## config.mk

```make
export PLATFORM = sky130hd
export DESIGN_NAME = la_capture_ctrl
export DESIGN_NICKNAME = d
export VERILOG_FILES = /design/src/rtl/la_capture_ctrl_pkg.sv /design/src/rtl/la_capture_ctrl_trigger_match.sv /design/src/rtl/la_capture_ctrl.sv
export SDC_FILE = /design/constraint.sdc
export NUM_CORES = 1
export LEC_CHECK = 0
export CORE_AREA = 2 2 131 133
export DETAILED_ROUTE_END_ITERATION = 10
export DIE_AREA = 0 0 133 135
export GPL_ROUTABILITY_DRIVEN = 0
export PLACE_DENSITY = 0.79
export SETUP_SLACK_MARGIN = 0.1
export SLEW_MARGIN = 20
export SYNTH_ARGS = -nofsm -noshare
export SYNTH_HDL_FRONTEND = slang
export SYNTH_SLANG_ARGS = --single-unit
```

## constraint.sdc

```tcl
create_clock -name clk -period 2.9 [get_ports clk]
set_clock_uncertainty 0.1 [all_clocks]
set_input_delay 0.29 -clock clk [delete_from_list [all_inputs] [get_ports clk]]
set_output_delay 0.29 -clock clk [all_outputs]
set_load 0.01 [all_outputs]
```

## src/rtl/la_capture_ctrl_pkg.sv

```systemverilog
// Shared definitions for the logic analyzer capture sequencer.
// The state encodings are software-visible through the status register, so the
// register block and firmware headers must agree with these values.
package la_capture_ctrl_pkg;

  typedef enum logic [1:0] {
    LA_IDLE = 2'd0,
    LA_PRE  = 2'd1,
    LA_POST = 2'd2,
    LA_DONE = 2'd3
  } la_state_e;

  // Bit positions of the arm/abort commands in the command register.
  localparam int LA_CMD_ARM_BIT   = 0;
  localparam int LA_CMD_ABORT_BIT = 1;

  // Saturating increment used for the captured-sample count.
  function automatic logic [31:0] la_sat_inc(input logic [31:0] value,
                                             input logic [31:0] limit);
    return (value >= limit) ? limit : value + 32'd1;
  endfunction

endpackage

```

## src/rtl/la_capture_ctrl_trigger_match.sv

```systemverilog
// Masked-value trigger compare. Purely combinational so that a future
// multi-stage trigger can drop in behind the same ports.
module la_trigger_match #(
  parameter int PROBE_WIDTH = 72
) (
  input  logic [PROBE_WIDTH-1:0] i_data,
  input  logic [PROBE_WIDTH-1:0] i_mask,
  input  logic [PROBE_WIDTH-1:0] i_value,
  output logic                   o_match
);

  logic [PROBE_WIDTH-1:0] w_diff;

  // Differences only count on bits selected by the mask; an all-zero mask matches anything.
  always_comb begin
    w_diff  = (i_data ^ i_value) & i_mask;
    o_match = ~|w_diff;
  end

endmodule

```

## src/rtl/la_capture_ctrl.sv

```systemverilog
// Trigger/capture sequencer for the on-chip logic analyzer.
// Records probe samples into a circular RAM while armed, stops after a
// programmable number of post-trigger samples and reports the trigger address.
//
// state   | meaning
// --------+-----------------------------------------------------------
// IDLE    | no capture in progress, RAM not written
// PRE     | writing every valid sample, waiting for the trigger match
// POST    | writing post-trigger samples until the counter runs out
// DONE    | capture frozen, trig_addr / samples_captured held
module la_capture_ctrl
  import la_capture_ctrl_pkg::*;
#(
  parameter int ADDR_WIDTH  = 10,
  parameter int PROBE_WIDTH = 72
) (
  input  logic                   clk,
  input  logic                   reset,
  input  logic                   cmd_arm,
  input  logic                   cmd_abort,
  input  logic [PROBE_WIDTH-1:0] trig_mask,
  input  logic [PROBE_WIDTH-1:0] trig_value,
  input  logic [ADDR_WIDTH-1:0]  post_count,
  input  logic                   probe_valid,
  input  logic [PROBE_WIDTH-1:0] probe_data,
  output logic                   mem_wr_en,
  output logic [ADDR_WIDTH-1:0]  mem_wr_addr,
  output logic [PROBE_WIDTH-1:0] mem_wr_data,
  output logic [1:0]             state_out,
  output logic [ADDR_WIDTH-1:0]  trig_addr,
  output logic [ADDR_WIDTH:0]    samples_captured,
  output logic                   done
);

  localparam logic [ADDR_WIDTH:0] LP_DEPTH = {1'b1, {ADDR_WIDTH{1'b0}}};

  la_state_e               r_state;
  logic [ADDR_WIDTH-1:0]   r_wr_ptr;
  logic [ADDR_WIDTH-1:0]   r_post_cnt;
  logic                    r_mem_wr_en;
  logic [ADDR_WIDTH-1:0]   r_mem_wr_addr;
  logic [PROBE_WIDTH-1:0]  r_mem_wr_data;
  logic [ADDR_WIDTH-1:0]   r_trig_addr;
  logic [ADDR_WIDTH:0]     r_samples;
  logic                    r_done;

  logic                    w_match;
  logic                    w_trigger;
  logic [ADDR_WIDTH-1:0]   w_post_load;
  logic [ADDR_WIDTH:0]     w_samples_inc;

  la_trigger_match #(
    .PROBE_WIDTH (PROBE_WIDTH)
  ) u_trigger_match (
    .i_data  (probe_data),
    .i_mask  (trig_mask),
    .i_value (trig_value),
    .o_match (w_match)
  );

  // Trigger qualification, post-count load value and saturating sample count.
  always_comb begin
    w_trigger     = probe_valid && w_match;
    // post_count is ADDR_WIDTH bits wide, so it can never exceed DEPTH-1 and
    // wider software values are already truncated at the register boundary.
    // That keeps the trigger word from being overwritten by its own post window.
    w_post_load   = post_count;
    w_samples_inc = (r_samples == LP_DEPTH) ? LP_DEPTH : r_samples + (ADDR_WIDTH+1)'(1);
  end

  // Capture sequencer: state, write port, trigger address and counters.
  always_ff @(posedge clk) begin
    if (reset) begin
      r_state       <= LA_IDLE;
      r_wr_ptr      <= '0;
      r_post_cnt    <= '0;
      r_mem_wr_en   <= 1'b0;
      r_mem_wr_addr <= '0;
      r_mem_wr_data <= '0;
      r_trig_addr   <= '0;
      r_samples     <= '0;
      r_done        <= 1'b0;
    end else begin
      r_mem_wr_en <= 1'b0;
      if (cmd_abort) begin
        // Abort wins over a simultaneous arm; RAM contents are left as they are.
        r_state <= LA_IDLE;
        r_done  <= 1'b0;
      end else begin
        case (r_state)
          LA_IDLE, LA_DONE: begin
            if (cmd_arm) begin
              r_state   <= LA_PRE;
              r_wr_ptr  <= '0;
              r_samples <= '0;
              r_done    <= 1'b0;
            end
          end
          LA_PRE: begin
            if (probe_valid) begin
              r_mem_wr_en   <= 1'b1;
              r_mem_wr_addr <= r_wr_ptr;
              r_mem_wr_data <= probe_data;
              r_wr_ptr      <= r_wr_ptr + ADDR_WIDTH'(1);
              r_samples     <= w_samples_inc;
              if (w_trigger) begin
                r_trig_addr <= r_wr_ptr;
                r_post_cnt  <= w_post_load;
                if (w_post_load == '0) begin
                  r_state <= LA_DONE;
                  r_done  <= 1'b1;
                end else begin
                  r_state <= LA_POST;
                end
              end
            end
          end
          LA_POST: begin
            if (probe_valid) begin
              r_mem_wr_en   <= 1'b1;
              r_mem_wr_addr <= r_wr_ptr;
              r_mem_wr_data <= probe_data;
              r_wr_ptr      <= r_wr_ptr + ADDR_WIDTH'(1);
              r_samples     <= w_samples_inc;
              r_post_cnt    <= r_post_cnt - ADDR_WIDTH'(1);
              if (r_post_cnt == ADDR_WIDTH'(1)) begin
                r_state <= LA_DONE;
                r_done  <= 1'b1;
              end
            end
          end
          default: begin
            r_state <= LA_IDLE;
          end
        endcase
      end
    end
  end

  // All outputs come straight from registers.
  always_comb begin
    mem_wr_en        = r_mem_wr_en;
    mem_wr_addr      = r_mem_wr_addr;
    mem_wr_data      = r_mem_wr_data;
    state_out        = r_state;
    trig_addr        = r_trig_addr;
    samples_captured = r_samples;
    done             = r_done;
  end

endmodule
```

==> results.sh <==
export IMPL_synth_ff_type="dfxtp_1"
export IMPL_pwr_share_comb=0.192
export IMPL_dpl_cell_area_um2=9810
export IMPL_dr_pass1_iters=5
export IMPL_rsz0062_at_grt="no"
export IMPL_finalWorstSetupSlack_ps=253
export IMPL_clockBufferDepth=2
export IMPL_pre_cts_ws_ps=-314
export IMPL_r2r_start="state_out[0]"
export IMPL_p_sw_w=0.00137
export IMPL_start_util=0.367
export IMPL_p_leak_nw=3.87
export IMPL_ant_nets=0
export IMPL_finalSetupViolCount=0
export IMPL_antenna_cells=0
export IMPL_drtIter0Drc=439
export IMPL_grt_pass1_wl_um=37700
export IMPL_rows=47
export IMPL_crit_fanout=6
export IMPL_timing_rr_end="samples_captured[8]"
export IMPL_p_total_w=0.00517
export IMPL_port_buffer_count=337
export IMPL_ir_drop_mv=0.402
export IMPL_holdCritPathClass="input port to register"
export IMPL_layout_drive_gt1_share=0.0656
export IMPL_clkLatencyLatePin_ps=430
export IMPL_grt_pass1_vias=6720
export IMPL_swShare=0.265
export IMPL_cp_required_ps=3140
export IMPL_fill_cells=1389
export IMPL_worstSetupEndpoint="r_post_cnt[1]"
export IMPL_cts_tree="done"
export IMPL_p_int_w=0.00380
export IMPL_fin_crit_sh=0.913
export IMPL_max_freq_mhz=378
export IMPL_core_um2=16400
export IMPL_grt_total_usage=0.277
export IMPL_pwr_share_seq=0.356
export IMPL_tightest_slew_ps=707
export IMPL_ys_seq_area_frac=0.423
export IMPL_synth_edff_count=0
export IMPL_final_setup_tns_ps=0
export IMPL_syn_area_per_cell_um2=8.04
export IMPL_synthDistinctLibCells=45
export IMPL_cp_arrival_ps=2890
export IMPL_vias=6789
export IMPL_ff2ff_path_depth=9
export IMPL_cts_sinks=127
export IMPL_top_level_ports=338
export IMPL_dp_hpwl_um=19700
export IMPL_cap_violations=0
export IMPL_status="completed"
export IMPL_rrSetupSlack_ps=640
export IMPL_ys_ff_latch=127
export IMPL_vias_per_cell=5.09
export IMPL_final_common_cell="clkdlybuf4s50_1"
export IMPL_final_area_um2=10500
export IMPL_die_w_um=133
export IMPL_antenna_found_initial=1
export IMPL_p_clk_frac=0.451
export IMPL_synth_cells=748
export IMPL_startpoint="probe_data[61]"
export IMPL_power_density_nw_per_um2=494
export IMPL_grt_start_max_net_pins=51
export IMPL_clockRootBuffer="clkbuf_16"
export IMPL_area_growth_pct=73.9
export IMPL_cp_end_kind="register"
export IMPL_final_max_slew_viol_count=0
export IMPL_final_util=0.638
export IMPL_synth_fp_nets=986
export IMPL_routed_wl_um=25000
export IMPL_relSlewSlack=0.528
export IMPL_finalCriticalPeriod_ps=2650
export IMPL_syn_area_um2=6010
export IMPL_drc_errors=0
export IMPL_clk_pin_slew_worst_paths_ps=60
export IMPL_final_nets=1338
export IMPL_dieArea_um2=18000
export IMPL_final_cell_mix="336 x clkdlybuf4s50_1, 187 x nand2_1, 127 x dfxtp_1"
export IMPL_grt_overflow=0
export IMPL_criticalPathCategory="input port to register"
export IMPL_start_kind="input port"
export IMPL_die_h_um=135
export IMPL_async_flop_share=0
export IMPL_cts_max_level=4
export IMPL_synth_warnings=0
export IMPL_hold_viol=0
export IMPL_cts_buffers=17
export IMPL_wl_per_cell_um=18.8
-- Yosys cell counts, types with 4 or more instances --
cell type,instances,area share
o21ai_0,4,0.0033
nand2_1,188,0.12
inv_1,11,0.0069
and3_1,7,0.0073
a22oi_1,36,0.045
mux2i_1,11,0.018
nand4_1,9,0.0094
nor4_1,7,0.0073
a211oi_1,6,0.0075
xor2_1,85,0.12
nand3_1,9,0.0075
nor3_1,9,0.0075
o31ai_1,8,0.010
dfxtp_1,127,0.42
clkbuf_1,34,0.021
ha_1,7,0.015
nand2b_1,4,0.0042
a21oi_1,101,0.084
nor2_1,44,0.027
-- routing by layer --
layer | wire length, µm | vias to the layer above | GRT usage
met5 | 0 | - | 0
met4 | 514 | 0 | 0.0848
met3 | 1980 | 36 | 0.0968
met2 | 12300 | 278 | 0.486
met1 | 10200 | 3201 | 0.317
li1 | - | 3274 | -
-- power by group through the flow --
stage / registers, W / logic (W) / clock network [W]
after floorplan: 0.00189 / 0.000353 / 0
after global placement: 0.00188 / 0.000977 / 0
after detailed placement: 0.00188 / 0.000988 / 0
after CTS: 0.00184 / 0.000994 / 0.00235
after global routing: 0.00185 / 0.00108 / 0.00244
final: 0.00184 / 0.000994 / 0.00233
-- critical path: stages --
cell and delay (ps):
clkdlybuf4s50_1 450, xor2_1 250, a22oi_2 290, nand4_1 130
buf_4 170, or4_1 590, o31ai_4 250, buf_4 190
nand2_1 50, a211oi_1 220
-- flip-flops by register name (all words and copies together) (netlist names) --
signal and count:
mem_wr_en 1, samples_captured 11, r_wr_ptr 10, trig_addr 10, state_out 2, done 1, mem_wr_data 72, r_post_cnt 10
mem_wr_addr 10
-- timing repair --
item / CTS / global route
endpoints found under the setup margin: 0 / 10
buffers inserted: 0 / 1
hold buffers: 0 / 0
gates resized for setup: 0 / 2
-- how the worst min path moves through the flow --
stage,depth (start not counted),endpoint,start,slack [ps]
2_1_floorplan,2,mem_wr_data[0],probe_data[0],330
3_3_place_gp,2,mem_wr_data[39],mem_wr_data[39],340
3_5_place_dp,2,mem_wr_addr[4],mem_wr_addr[4],350
4_1_cts,2,trig_addr[9],reset,140
5_1_grt,2,mem_wr_data[11],reset,160
6_report,2,samples_captured[9],reset,150
-- logic make-up after synthesis --
logic type,Yosys count,synth area share
flip-flops,127,0.423
AO/OA/AOI/OAI,174,0.179
AND/OR/NAND/NOR,292,0.207
buffers and inverters,49,0.0306
adder cells (fa/ha/maj),7,0.0146
multiplexers,11,0.0183
XOR/XNOR,88,0.128
-- area by class of cell --
type,count,area [µm²],area share
sequential,127,2540,0.243
clock buffer,18,429,0.0410
inverter,12,45.0,0.00431
timing repair buffer,370,3660,0.350
tap,220,275,0.0263
multi-input combinational,572,3310,0.316
clock inverter,14,204,0.0195
-- stage by stage --
step,hold WS (ps),std cells
global placement,341,1300
global route,157,1333
finish,155,1333
detailed placement,346,1300
floorplan,326,748
CTS,140,1332
No activity file was read; power rests on OpenSTA's default activity.
